$ cat config.mk
export PLATFORM = sky130hd
export DESIGN_NAME = lamp_fpu_f2i_seq_flat
export DESIGN_NICKNAME = d
export VERILOG_FILES = /design/src/rtl/lamp_fpu_f2i_seq_if.sv /design/src/rtl/lamp_fpu_f2i_seq.sv /design/src/flat_wrapper.sv
export SDC_FILE = /design/constraint.sdc
export NUM_CORES = 1
export LEC_CHECK = 0
export CORE_MARGIN = 4
export CORE_UTILIZATION = 63
export DETAILED_ROUTE_END_ITERATION = 7
export GPL_ROUTABILITY_DRIVEN = 0
export GPL_TIMING_DRIVEN = 0
export MAX_ROUTING_LAYER = met4
export PLACE_DENSITY = 0.88
export SLEW_MARGIN = 20
export SYNTH_ARGS = -nofsm -noshare
export SYNTH_HDL_FRONTEND = slang
export SYNTH_SLANG_ARGS = --single-unit
$ cat constraint.sdc
create_clock -name clk -period 8.1 [get_ports clk]
set_input_delay 0.81 -clock clk [delete_from_list [all_inputs] [get_ports clk]]
set_output_delay 0.81 -clock clk [all_outputs]
set_load 0.1 [all_outputs]
$ cat src/rtl/lamp_fpu_f2i_seq_if.sv
// Operand/result handshake bundle for the bf16-to-int converter.
// Upstream side: valid_i/ready_o with op_i and rm_i; downstream side: valid_o/ready_i with result and flags.
// The converter uses the slave modport, the driver of operands and consumer of results uses master.
interface lamp_fpu_f2i_seq_if #(
  parameter int INT_DW = 32,
  parameter int OP_DW  = 16
);
  logic              valid_i;
  logic              ready_o;
  logic [OP_DW-1:0]  op_i;
  logic              rm_i;
  logic              valid_o;
  logic              ready_i;
  logic [INT_DW-1:0] result_o;
  logic              invalid_o;
  logic              inexact_o;

  modport slave (
    input  valid_i, op_i, rm_i, ready_i,
    output ready_o, valid_o, result_o, invalid_o, inexact_o
  );

  modport master (
    output valid_i, op_i, rm_i, ready_i,
    input  ready_o, valid_o, result_o, invalid_o, inexact_o
  );
endinterface

$ cat src/rtl/lamp_fpu_f2i_seq.sv
// Sequential bf16 -> signed int converter using a 1-bit-per-cycle normalising shifter, RTZ/RNE rounding.
// Latency: specials 1 cycle to valid_o, normal path |E-7|+2 cycles (2..25 for the default widths).
// Backpressure: one operand in flight; ready_o only in IDLE, result and flags held until ready_i.
module lamp_fpu_f2i_seq #(
  parameter int INT_DW = 32,
  parameter int E_DW   = 8,
  parameter int F_DW   = 7,
  parameter int E_BIAS = 127
) (
  input logic               clk,
  input logic               rst_n,
  lamp_fpu_f2i_seq_if.slave bus
);

  localparam int CNT_DW = $clog2(INT_DW);
  // Largest unbiased exponent that still fits, and the exponent at which m needs no shift.
  localparam logic signed [E_DW:0] E_MAX   = (E_DW+1)'(INT_DW-1);
  localparam logic signed [E_DW:0] E_ALIGN = (E_DW+1)'(F_DW);
  localparam logic signed [E_DW:0] E_HALF  = '1;
  localparam logic [INT_DW-1:0]    MAX_INT = {1'b0, {(INT_DW-1){1'b1}}};
  localparam logic [INT_DW-1:0]    MIN_INT = {1'b1, {(INT_DW-1){1'b0}}};

  typedef enum logic [1:0] {IDLE, SHIFT, ROUND, DONE} state_t;

  state_t state, nextState;

  logic                   opS;
  logic [E_DW-1:0]        opE;
  logic [F_DW-1:0]        opF;
  logic signed [E_DW:0]   expUnb;
  logic                   shiftLeft;
  logic [CNT_DW-1:0]      cntLoad;

  logic                   isSpecial;
  logic [INT_DW-1:0]      spRes;
  logic                   spInv;
  logic                   spInx;

  logic [INT_DW-1:0]      work;
  logic                   guardQ;
  logic                   stickyQ;
  logic                   signQ;
  logic                   rmQ;
  logic                   leftQ;
  logic [CNT_DW-1:0]      cnt;
  logic [INT_DW-1:0]      resultQ;
  logic                   invalidQ;
  logic                   inexactQ;
  logic                   validQ;

  logic                   readyO;
  logic                   accept;
  logic                   deliver;
  logic                   roundUp;
  logic [INT_DW-1:0]      rounded;

  assign {opS, opE, opF} = bus.op_i;
  assign expUnb    = $signed({1'b0, opE}) - $signed((E_DW+1)'(E_BIAS));
  assign shiftLeft = (expUnb >= E_ALIGN);
  assign cntLoad   = CNT_DW'(shiftLeft ? (expUnb - E_ALIGN) : (E_ALIGN - expUnb));

  // Classify the incoming operand and form the one-cycle result for everything off the shifter path.
  always_comb begin
    isSpecial = 1'b1;
    spRes     = '0;
    spInv     = 1'b0;
    spInx     = 1'b0;
    if (opE == '1) begin
      spInv = 1'b1;
      spRes = (opF == '0 && opS) ? MIN_INT : MAX_INT;
    end else if (opE == '0) begin
      spInx = (opF != '0);
    end else if (expUnb[E_DW]) begin
      // |x| < 1: only (0.5,1) under RNE rounds away from zero.
      spInx = 1'b1;
      if (bus.rm_i && expUnb == E_HALF && opF != '0) begin
        spRes = opS ? '1 : INT_DW'(1);
      end
    end else if (expUnb >= E_MAX) begin
      // -2^INT_DW-1 is the single representable value in this range.
      if (opS && expUnb == E_MAX && opF == '0) begin
        spRes = MIN_INT;
      end else begin
        spInv = 1'b1;
        spRes = opS ? MIN_INT : MAX_INT;
      end
    end else begin
      isSpecial = 1'b0;
    end
  end

  // State register.
  always_ff @(posedge clk or negedge rst_n) begin
    if (!rst_n) begin
      state <= IDLE;
    end else begin
      state <= nextState;
    end
  end

  // Next-state selection.
  always_comb begin
    nextState = state;
    case (state)
      IDLE: begin
        if (accept) begin
          if (isSpecial)          nextState = DONE;
          else if (cntLoad == '0) nextState = ROUND;
          else                    nextState = SHIFT;
        end
      end
      SHIFT:   if (cnt == CNT_DW'(1)) nextState = ROUND;
      ROUND:   nextState = DONE;
      DONE:    if (deliver) nextState = IDLE;
      default: nextState = IDLE;
    endcase
  end

  // Handshake decode from the current state.
  always_comb begin
    readyO  = (state == IDLE);
    accept  = readyO && bus.valid_i;
    deliver = validQ && bus.ready_i;
  end

  assign roundUp = rmQ && guardQ && (stickyQ || work[0]);
  assign rounded = work + INT_DW'(roundUp);

  // Datapath: capture on accept, shift while in SHIFT, round and sign in ROUND.
  always_ff @(posedge clk or negedge rst_n) begin
    if (!rst_n) begin
      work     <= '0;
      guardQ   <= 1'b0;
      stickyQ  <= 1'b0;
      signQ    <= 1'b0;
      rmQ      <= 1'b0;
      leftQ    <= 1'b0;
      cnt      <= '0;
      resultQ  <= '0;
      invalidQ <= 1'b0;
      inexactQ <= 1'b0;
    end else if (accept) begin
      work    <= INT_DW'({1'b1, opF});
      guardQ  <= 1'b0;
      stickyQ <= 1'b0;
      signQ   <= opS;
      rmQ     <= bus.rm_i;
      leftQ   <= shiftLeft;
      cnt     <= cntLoad;
      if (isSpecial) begin
        resultQ  <= spRes;
        invalidQ <= spInv;
        inexactQ <= spInx;
      end
    end else if (state == SHIFT) begin
      cnt <= cnt - 1'b1;
      if (leftQ) begin
        work <= work << 1;
      end else begin
        work    <= work >> 1;
        guardQ  <= work[0];
        stickyQ <= stickyQ | guardQ;
      end
    end else if (state == ROUND) begin
      resultQ  <= signQ ? -rounded : rounded;
      invalidQ <= 1'b0;
      inexactQ <= guardQ | stickyQ;
    end
  end

  // valid_o rises the cycle after DONE is entered and drops on the output transfer.
  always_ff @(posedge clk or negedge rst_n) begin
    if (!rst_n) begin
      validQ <= 1'b0;
    end else if (state == DONE && !validQ) begin
      validQ <= 1'b1;
    end else if (deliver) begin
      validQ <= 1'b0;
    end
  end

  assign bus.ready_o   = readyO;
  assign bus.valid_o   = validQ;
  assign bus.result_o  = resultQ;
  assign bus.invalid_o = invalidQ;
  assign bus.inexact_o = inexactQ;

endmodule

$ cat src/flat_wrapper.sv
// flat-port wrapper written by rule: the top's interface ports become plain ports
module lamp_fpu_f2i_seq_flat 
#(
  parameter int INT_DW = 32,
  parameter int E_DW   = 8,
  parameter int F_DW   = 7,
  parameter int E_BIAS = 127
)
  (clk, rst_n, bus_valid_i, bus_op_i, bus_rm_i, bus_ready_i, bus_ready_o, bus_valid_o, bus_result_o, bus_invalid_o, bus_inexact_o);
  lamp_fpu_f2i_seq_if #(.INT_DW(INT_DW), .OP_DW(16)) bus_i ();
  input logic clk;
  input logic rst_n;
  input wire logic [$bits(bus_i.valid_i)-1:0] bus_valid_i;
  input wire logic [$bits(bus_i.op_i)-1:0] bus_op_i;
  input wire logic [$bits(bus_i.rm_i)-1:0] bus_rm_i;
  input wire logic [$bits(bus_i.ready_i)-1:0] bus_ready_i;
  output wire logic [$bits(bus_i.ready_o)-1:0] bus_ready_o;
  output wire logic [$bits(bus_i.valid_o)-1:0] bus_valid_o;
  output wire logic [$bits(bus_i.result_o)-1:0] bus_result_o;
  output wire logic [$bits(bus_i.invalid_o)-1:0] bus_invalid_o;
  output wire logic [$bits(bus_i.inexact_o)-1:0] bus_inexact_o;
  assign bus_i.valid_i = bus_valid_i;
  assign bus_i.op_i = bus_op_i;
  assign bus_i.rm_i = bus_rm_i;
  assign bus_i.ready_i = bus_ready_i;
  assign bus_ready_o = bus_i.ready_o;
  assign bus_valid_o = bus_i.valid_o;
  assign bus_result_o = bus_i.result_o;
  assign bus_invalid_o = bus_i.invalid_o;
  assign bus_inexact_o = bus_i.inexact_o;
  lamp_fpu_f2i_seq #(.INT_DW(INT_DW), .E_DW(E_DW), .F_DW(F_DW), .E_BIAS(E_BIAS)) u_core (.clk(clk), .rst_n(rst_n), .bus(bus_i));
endmodule
-- Word level (Yosys, flattened, before mapping)
Index checks and enable logic that the tools add are counted.
- input bits: 21
- register bits: 79
- logic and storage cells: 111
- output and inout port bits: 36
- bitwise operators: 1
- $add $sub $neg: 6
- eq/ne operators: 13
- multiplexer cells: 54
- reductions and logical operators: 23
- order comparisons: 2
- operators with widths (kind ; number):
    $mux W32 ; 17
    $add A32 B1 Y32 ; 1
    $neg A32 Y32 ; 1
    $mux W1 ; 28
    $mux W5 ; 3
    $logic_and A1 B1 Y1 ; 10
    $mux W2 ; 5
    $ne A2 B1 Y1 const B ; 5
    $eq A9 B1 Y1 const B ; 1
    $eq A9 B6 Y1 const B ; 1
    $ge A9 B4 Y1 const B ; 1
    $ge A9 B6 Y1 const B ; 1
    $sub A8 B7 Y9 const B ; 1
    $eq A8 B8 Y1 const B ; 1
    $logic_not A8 Y1 ; 1
    $pmux W2 S4 ; 1
    $logic_not A7 Y1 ; 1
    $reduce_bool A7 Y1 ; 1
    $reduce_and A3 Y1 ; 2
    $reduce_bool A2 Y1 ; 3
    $eq A5 B1 Y1 const B ; 1
    $logic_not A5 Y1 ; 1
    $sub A4 B5 Y5 const A ; 1
    $sub A5 B1 Y5 const B ; 1
    9 further kinds ; 10

-- Logic depth before layout (Yosys ltp)
- word-level depth: 11
- mapped depth: 14
- gate-level depth less buffers: 12

-- Worst setup path before layout
Ideal clock, no wire load.
- path kind: input port to flip-flop
- start point: input bus_op_i[7]
- end point: register u_core.resultQ[23], in the netlist u_core.bus.result_o[23]
- stages: 13
- slack: 4836 ps
- arrival time: 3148 ps
- cells stage by stage: ha_1 > clkbuf_1 > nand3_1 > xor2_1 > inv_1 > ha_1 > a221oi_1 > nand2b_1 > buf_4 > and2_1 > buf_4 > nand2_1 > o311ai_0
- cells in the longest elaborated chain, start to end: 11
- elaborated cells between the ends (all ways): 24
- RTL lines (item ; RTL line ; RTL):
    from (decl) ; flat_wrapper.sv:14 ; input wire logic [$bits(bus_i.op_i)-1:0] bus_op_i;
    branches (longest 11 deep; another with $sub A8 B7 Y9) ; n/a ;
    to (signal assigned) ; lamp_fpu_f2i_seq.sv:151 ; resultQ <= spRes;
    to (signal assigned) ; lamp_fpu_f2i_seq.sv:165 ; resultQ <= signQ ? -rounded : rounded;
    to (decl) ; lamp_fpu_f2i_seq.sv:46 ; logic [INT_DW-1:0] resultQ;
Several ways; the timed one is not identified. The select of a mux whose other input is x is not followed.
A chain may end at the register's enable or synchronous reset.

-- Worst setup path in the final report
- start point: input bus_op_i[8]
- end point: register u_core.state[1]
- cells in the longest elaborated chain, start to end: 9
- elaborated cells between the ends (all ways): 17
- RTL lines (item ; RTL line ; RTL):
    $sub A8 B7 Y9 ; lamp_fpu_f2i_seq.sv:58 ; assign expUnb = $signed({1'b0, opE}) - $signed((E_DW+1)'(E_BIAS));
    $ge A9 B6 Y1 ; lamp_fpu_f2i_seq.sv:79 ; end else if (expUnb >= E_MAX) begin
    $mux W1 ; lamp_fpu_f2i_seq.sv:79 ;
    $mux W1 ; lamp_fpu_f2i_seq.sv:73 ; end else if (expUnb[E_DW]) begin
    $mux W1 ; lamp_fpu_f2i_seq.sv:71 ; end else if (opE == '0) begin
    $mux W1 ; lamp_fpu_f2i_seq.sv:68 ; if (opE == '1) begin
    $mux W2 * ; lamp_fpu_f2i_seq.sv:107 ; if (isSpecial) nextState = DONE;
    $mux W2 * ; lamp_fpu_f2i_seq.sv:106 ; if (accept) begin
    $pmux W2 S4 * ; lamp_fpu_f2i_seq.sv:104 ; case (state)
    to (signal assigned) ; lamp_fpu_f2i_seq.sv:97 ; state <= nextState;
    to (decl) ; lamp_fpu_f2i_seq.sv:25 ; state_t state, nextState;
Every way passes the cells marked *; elsewhere a longest branch is shown, timed or not. The select of a mux whose other input is x is not followed.

==> impl_results.md <==
- Hold Crit Class: input pin to asynchronous set/reset pin
- CP cell instances: clkdlybuf4s50_1 > ha_1 > clkbuf_1 > nand3_1 > xor2_1 > ha_1 > nand2_1 > and3_1 > a31oi_1 > nor2b_1 > o2bb2ai_1 > o311ai_0 > a221oi_1
- Fill cells: 697
- N_diodes: 0
- Endpoint class of the critical path: register
- Hold Fails Final Rpt: 0
- 1st-iter DRT viols: 629
- RSZ-0062 raised after global routing: false
- Via count: 6,179
- Post-synth EDFFs: 0
- CP Max Fanout: 11
- Post-synthesis sequential area ratio: 32.3%
- WL final: 17.2 mm
- H-tree levels: 3
- Top cell by count, worst path: ha_1
- CP endpoint: u_core.state[1]
- Req. time, crit path: 8370 ps
- Sequential cell area: 1980 um^2
- IO buf count: 53
- Worst Setup Path Type: input pin to register
- Starting Density: 65.6%
- Drt via density: 6.44
- Slowest CP cell: clkdlybuf4s50_1
- Layout cells sized above 1: 5.90%
- Mapped Nets: 799
- CTS max path bufs: 2
- Post-CTS Setup Repair Bufs: 0
- Clock-pin slew on the worst setup and hold paths: 80 ps
- Largest area contributor in the netlist: dfrtp_1
- Relative slew slack: 34.4%
- Worst setup SP type: input pin
- Commonest cells post-synth: nand2_1 (90), dfrtp_1 (79), nor2_1 (69)
- Largest net degree at the start of global routing: 43
- Final critical-path share of the clock period: 54.6%
- Fin cells: 960
- Clk_lat worst skew: 370 ps
- Routed Antenna Nets: 0
- Top FF cell, synth: dfrtp_1
- Resize count post-CTS: 0
- Vias in the first global route: 5,838
- Area growth syn-to-layout: 14.3%
- Max cap viols: 0
- Post-DR wirelength/cell: 17.9 um
- Die extent in y: 107 um
- Reg-to-Reg End: u_core.bus.result_o[24]
- DIE AREA: 11,300 um^2
- Mapped Cells: 762
- First-pass GRT wire length: 28.2 mm
- CTS tree: built
- Drt pass-1 iters: 5
- Pins Over Slew Limit: 0
- Crit path time final: 4430 ps
- I/O pin count: 57
- TritonCTS Buffers: 9
- Most common cell in the synthesized netlist: nand2_1
- Worst Skew: 15.0 ps
- Distinct cell type count after synthesis: 67
- Mapped Avg Cell Area: 8.02 um^2
- Cts hold-fix bufs: 0
- Overflow after GRT: 0
- Post-DP HPWL: 13.0 mm
- Multi-input logic area: 3800 um^2
- Post-route DRC: 0
- Status: completed
- Chip Width: 107 um
- Yosys warning count: 0
- Post-synth ARST share: 100%
- Total negative slack: 0 ps
- Nets: 864
- Worst Reg-to-Reg Cells: 14
- Fmax: 226 MHz
- Synth Cell Area: 6110 um^2
- Gr usage total: 31.4%
- Synth top area share: 32.3%
- Reg-to-reg slack, setup: 4350 ps
- Post-route cell area: 6990 um^2
- Final setup viols: 0
- Post-Place Cells: 945
- Worst-Margin Slew: 981 ps
- CORE AREA: 9330 um^2
- Rows: 35
- Max stage delay on crit path: 690 ps
- Sink Count: 79
- Placed cell areas: 6820 um^2
- CP startpoint: bus_op_i[8]
- Seq cells post-synth: 79
- Clock tree root driver cell: clkbuf_8
- Initial antenna violation count: 0
- Reg-to-reg startpoint: u_core.work[0]
- Worst EP arrival: 4700 ps
- Largest cells by area after synthesis: dfrtp_1 (32%), xnor2_1 (6.2%), nand2_1 (5.5%), mux2i_1 (5.4%), nor2_1 (4.2%)
==> layout make-up <==
| cell class | count | share of cell area [%] |
|---|---|---|
| buffer | 66 | 3.94 |
| clock buffer | 10 | 1.97 |
| clock inverter | 5 | 0.358 |
| inverter | 17 | 0.913 |
| multi-input combinational | 600 | 54.4 |
| sequential | 79 | 28.3 |
| tap | 129 | 2.31 |
| timing repair buffer | 54 | 7.84 |
==> routing by layer <==
metal	routed length [um]	GRT usage [%]	up-vias	part of all wire, %
li1	-	-	2851	-
met1	7280	41.2	2928	42
met2	7980	50.1	343	46
met3	1470	4.80	57	8.5
met4	467	10.9	0	2.7
met5	0	-	-	0
==> through the flow <==
stage | setup WS [ps] | utilization (%) | hold slack, ps
2_1_floorplan | 4840 | - | 446
3_3_place_gp | 3540 | 73.0 | 461
3_5_place_dp | 3450 | 73.2 | 488
4_1_cts | 3810 | 74.9 | 446
5_1_grt | 3260 | 74.9 | 471
6_report | 3670 | 74.9 | 410
==> state kept, by name, summed over array words and instances, names as in the netlist <==
register	count
u_core.bus.valid_o	1
u_core.state	2
u_core.bus.inexact_o	1
u_core.leftQ	1
u_core.bus.invalid_o	1
u_core.stickyQ	1
u_core.work	32
u_core.bus.result_o	32
u_core.rmQ	1
u_core.guardQ	1
u_core.signQ	1
u_core.cnt	5
==> critical path, delay by kind of cell <==
family                     cells  cell delay (ps)
AOI/OAI and AO/OA              4             1290
buffers and inverters          2             1060
and+or+nand+nor                4              680
adders and majority gates      2              540
xor gates and xnor gates       1              330
==> how the worst min path moves through the flow <==
stage                     from              end  slack [ps]  cells past startpoint
finish                   rst_n  u_core.state[1]         410                      1
detailed placement  u_core.rmQ       u_core.rmQ         490                      2
CTS                      rst_n  u_core.state[1]         450                      1
global placement    u_core.rmQ       u_core.rmQ         460                      2
floorplan           u_core.rmQ       u_core.rmQ         450                      2
global route             rst_n  u_core.state[0]         470                      1
==> cell families after synthesis <==
group           Yosys count  synth area share (%)
simple gates            302                  24.8
flops                    79                  32.3
compound gates          182                  19.0
fa+ha+maj                16                  3.27
xor+xnor                 67                  9.60
mux                      33                  5.40
buf+inv                  83                  5.55
==> cells in the final DEF, fill, tap and decap left out, types with 8 or more instances in the layout <==
cell and instances:
clkbuf_8 10, o21ai_0 46, a21oi_1 42, a211oi_1 26, inv_1 17, nand3_1 32
and3_1 12, or3_1 8, nor2_1 69, xor2_1 24, clkbuf_1 46, nor3_1 18
mux2i_1 33, a31oi_1 13, nand4_1 14, ha_1 16, dfrtp_1 79, nand2_1 90
o211ai_1 9, buf_2 16, xnor2_1 43, clkdlybuf4s50_1 52
Power is left out: the tool's default activity adds up to more than one toggle a clock period on the data nets, which glitch-free logic cannot reach.
==> variant 1: new RTL, config.mk and constraints unchanged <==
Make the reset (`rst_n`) synchronous in 3 clocked blocks.
--- a/src/rtl/lamp_fpu_f2i_seq.sv
+++ b/src/rtl/lamp_fpu_f2i_seq.sv
@@ -91,5 +91,5 @@
 
   // State register.
-  always_ff @(posedge clk or negedge rst_n) begin
+  always_ff @(posedge clk) begin
     if (!rst_n) begin
       state <= IDLE;
@@ -128,5 +128,5 @@
 
   // Datapath: capture on accept, shift while in SHIFT, round and sign in ROUND.
-  always_ff @(posedge clk or negedge rst_n) begin
+  always_ff @(posedge clk) begin
     if (!rst_n) begin
       work     <= '0;
@@ -170,5 +170,5 @@
 
   // valid_o rises the cycle after DONE is entered and drops on the output transfer.
-  always_ff @(posedge clk or negedge rst_n) begin
+  always_ff @(posedge clk) begin
     if (!rst_n) begin
       validQ <= 1'b0;
Check against the original RTL: differs if rst_n is asserted again (counterexample within 4 cycles, from zero or initial values and one cycle with rst_n low); with rst_n held inactive, the same outputs for 4 cycles.
==> variant 1 against the original RTL <==
- sequential cell count is the same
- worst hold slack better by 0.041 ns
- register-to-register slack improved by 0.05 ns
- routed wire length rose by 7.7%
- design area shrank 0.25%
- utilization fell by 0.19 points
- area after synthesis shrank 0.53%
- die area down 0.49%
- cell count is 3.0% higher
- worst setup slack got worse by 0.31 ns
- sequential share of layout area is 5.6 points lower
==> variant 1: results (changes against the original RTL) <==
status=finished, final reports clean; WHS Path Cells=2; compound-cell area share of the yosys netlist=0.222 (+0.0319); fill cell count=736 (+5.6%); xor/xnor cell area share of the yosys netlist=0.0973 (+0.00134); Syn Nets=829 (+3.8%); clock transition at the registers of the reported paths=0.08 ns (about the same); Hold Startpoint=u_core.bus.invalid_o$_SDFFE_PN0P_; placed cell count=973 (+3.0%); Vias=6501 (+5.2%); first-pass GRT wire length=29.3 mm (+3.9%); nets=892 (+3.2%); sequential fraction of the synthesis area=0.260 (-0.0633); Synth Area in Adders=0.0329 (+0.000175); Worst R2R Setup Slack=4.40 ns (+0.05 ns); CP arrival=4.97 ns (+0.27 ns); detailed placement HPWL=13.9 mm (+7.4%); vias in the first global route=6014 (+3.0%); post-synthesis mux area share=0.0708 (+0.0167); Final Non-Filler Cells=989 (+3.0%); Yosys cell types=79 (+18%); Slew headroom=0.342 (-0.00165); largest net degree at the start of global routing=15 (-65%); main flop type after synthesis=dfxtp_1; worst r2r src=u_core.work[0]$_SDFFE_PN0P_; top cells by count, synth=92 x nor2_1, 79 x dfxtp_1, 64 x nand2_1; fraction of registers with async set/reset=0 (-1.00); worst setup path endpoint=u_core.bus.result_o[23]$_SDFFE_PN0P_; initial DRC count=779 (+24%); insertion delay to the later sink of the worst-skew pair=0.37 ns (about the same); YS warnings=0 (unchanged); Routed Wire Length=18.5 mm (+7.7%); Port Buffers=52 (-1.9%); DRT Pass-1 Iters=6 (+1); worst hold-check path type=reg2reg; maximum fanout along the worst path=10 (-1); share of post-route cells with drive strength above 1=0.0721 (+0.0131); syn_area_per_cell=7.68 um2 (-4.3%); Critical Path Start=bus_op_i[8]; Area contributors post-synth=dfxtp_1 26%, mux2i_1 7.1%, xnor2_1 5.9%, nor2_1 5.7%, a211oi_1 4.7%; Setup Skew=0.00967 ns (-0.00533 ns); worst reg-to-reg path cell count=13 (-1)
## variant 1: changes by cell type in the layout (fill, tap and decap cells not counted), sizes merged, moves of 7 or more
cell / unedited run / this run
nand2: 90 / 64
nor4: 8 / 20
nor2: 69 / 93
mux2i: 33 / 43
buf: 22 / 29
dfrtp: 79 / 0
a31oi: 13 / 6
a211oi: 26 / 38
dfxtp: 0 / 79
## variant 1: where the power goes
part	total, mW	internal, mW	switching (mW)
clock	0.310	0.152	0.158
sequential	0.619	0.527	0.0922
combinational	1.97	0.569	1.40
## variant 1: worst register-to-register path, cell delays in order, from the launching register on
cell	delay, ns
dfxtp_1	0.43
o211a_1	0.17
ha_1	0.24
ha_1	0.18
buf_4	0.16
nand3_1	0.21
nor2_1	0.53
xnor2_1	0.19
a31oi_1	0.13
or4_4	0.44
buf_6	0.16
o21ai_0	0.28
mux2i_1	0.31
o21ai_0	0.15
## variant 1: metrics by stage
step / setup slack [ns] / hold WS, ns / instance area (um2)
global route: 3.25 / 0.467 / 6970
finish: 3.36 / 0.451 / 6970
floorplan: 4.85 / 0.437 / 6080
global placement: 3.55 / 0.443 / 6760
CTS: 3.64 / 0.455 / 6970
detailed placement: 3.32 / 0.444 / 6760
## variant 1: per-layer routing
layer | GRT usage | routed length (um)
met4 | 0.141 | 741
met3 | 0.0680 | 1920
met2 | 0.507 | 8380
met1 | 0.412 | 7470
met5 | - | 0
## variant 1: final cells by class
type,count,area share
Inverter,18,0.00969
Tap cell,129,0.0232
Clock inverter,6,0.00969
Clock buffer,10,0.0197
Buffer,70,0.0460
Timing Repair Buffer,52,0.0747
Multi-Input combinational cell,625,0.590
Sequential cell,79,0.227
==> variant 2: new RTL, same settings <==
Made on the original files. `E_BIAS` is set to 127 in 2 places; all go to 63.
--- a/src/rtl/lamp_fpu_f2i_seq.sv
+++ b/src/rtl/lamp_fpu_f2i_seq.sv
@@ -6,5 +6,5 @@
   parameter int E_DW   = 8,
   parameter int F_DW   = 7,
-  parameter int E_BIAS = 127
+  parameter int E_BIAS = 63
 ) (
   input logic               clk,
--- a/src/flat_wrapper.sv
+++ b/src/flat_wrapper.sv
@@ -5,5 +5,5 @@
   parameter int E_DW   = 8,
   parameter int F_DW   = 7,
-  parameter int E_BIAS = 127
+  parameter int E_BIAS = 63
 )
   (clk, rst_n, bus_valid_i, bus_op_i, bus_rm_i, bus_ready_i, bus_ready_o, bus_valid_o, bus_result_o, bus_invalid_o, bus_inexact_o);
Behaviour: not the same (Yosys sat finds a counterexample within 4 cycles, from zero or initial values and one cycle with rst_n low).
==> variant 2 against the original RTL <==
- worst setup slack better by 0.23 ns
- maximum frequency rose by 5.4%
- first-iteration DRC count shrank 7.6%
- area after synthesis is 1.9% higher
- routed wire length is 3.8% higher
- design area is 2.6% higher
- sequential cell count stayed put
- critical path depth down 2
Power is not shown: default switching activity piles up to over one toggle a cycle in this logic, so the estimate is an artifact.
==> variant 2: results (changes against the original RTL) <==
Port Buffers=56 (+5.7%); slowest cell delay on critical path=0.61 ns (-0.08 ns); DR vias/cell=6.36 (-1.2%); vias in the first global route=6019 (+3.1%); multi-input gates=597 (-0.50%); minimum clock period=4.20 ns (-0.225 ns); top cells by count, synth=87 x nor2_1, 81 x nand2_1, 79 x dfrtp_1; largest net degree at the start of global routing=54 (+26%); Worst R2R Setup Slack=4.00 ns (-0.35 ns); fill cell count=693 (-0.57%); hold_ws=0.355 ns (-0.0549 ns); DRT Pass-1 Iters=7 (+2); inverter count=19 (+2); Top Family by Delay on Critical Path=buffers and inverters; initial DRC count=581 (-7.6%); Slew headroom=0.339 (-0.00516); Place WS=3.66 ns (+0.208 ns); sequential fraction of the synthesis area=0.317 (-0.00591); clkbuf count=9 (-1); Yosys cell types=74 (+10%); first-pass GRT wire length=29.1 mm (+3.3%); Routed Wire Length=17.9 mm (+3.8%); Setup Skew=0.0160 ns (+0.00106 ns); worst setup path endpoint=u_core.bus.result_o[5]$_DFFE_PN0P_; maximum fanout along the worst path=10 (-1); signal buffers share of area=0.121 (+0.00276); Synth-to-Final Area Change=15.1%; detailed placement HPWL=13.4 mm (+3.2%); status=finished, final reports clean; CP arrival=4.42 ns (-0.28 ns); total global-route track usage=0.323 (+0.00867); Syn Nets=798 (-0.13%)
-- variant 2: cell types whose count changed in the layout (fill, tap and decap cells not counted), moves of 7 or more --
cell / change
o211ai_1: -7
a31oi_1: -10
nand3_1: -10
nor2_1: +18
nand2_1: -9
xor2_1: -9
or3_1: -7
-- variant 2: routing by layer --
layer / track usage / routed length, um
met5: - / 0
met4: 0.149 / 694
met3: 0.0444 / 1270
met2: 0.528 / 8650
met1: 0.399 / 7250
-- variant 2: kinds of logic (layout without fill, tap and decap cells) --
family / after synthesis / after routing / share of synthesized area
compound gates: 180 / 180 / 0.190
xor+xnor: 64 / 64 / 0.0944
fa+ha+maj: 16 / 16 / 0.0321
buf+inv: 85 / 158 / 0.0562
flops: 79 / 79 / 0.317
mux: 40 / 40 / 0.0651
simple gates: 297 / 297 / 0.245
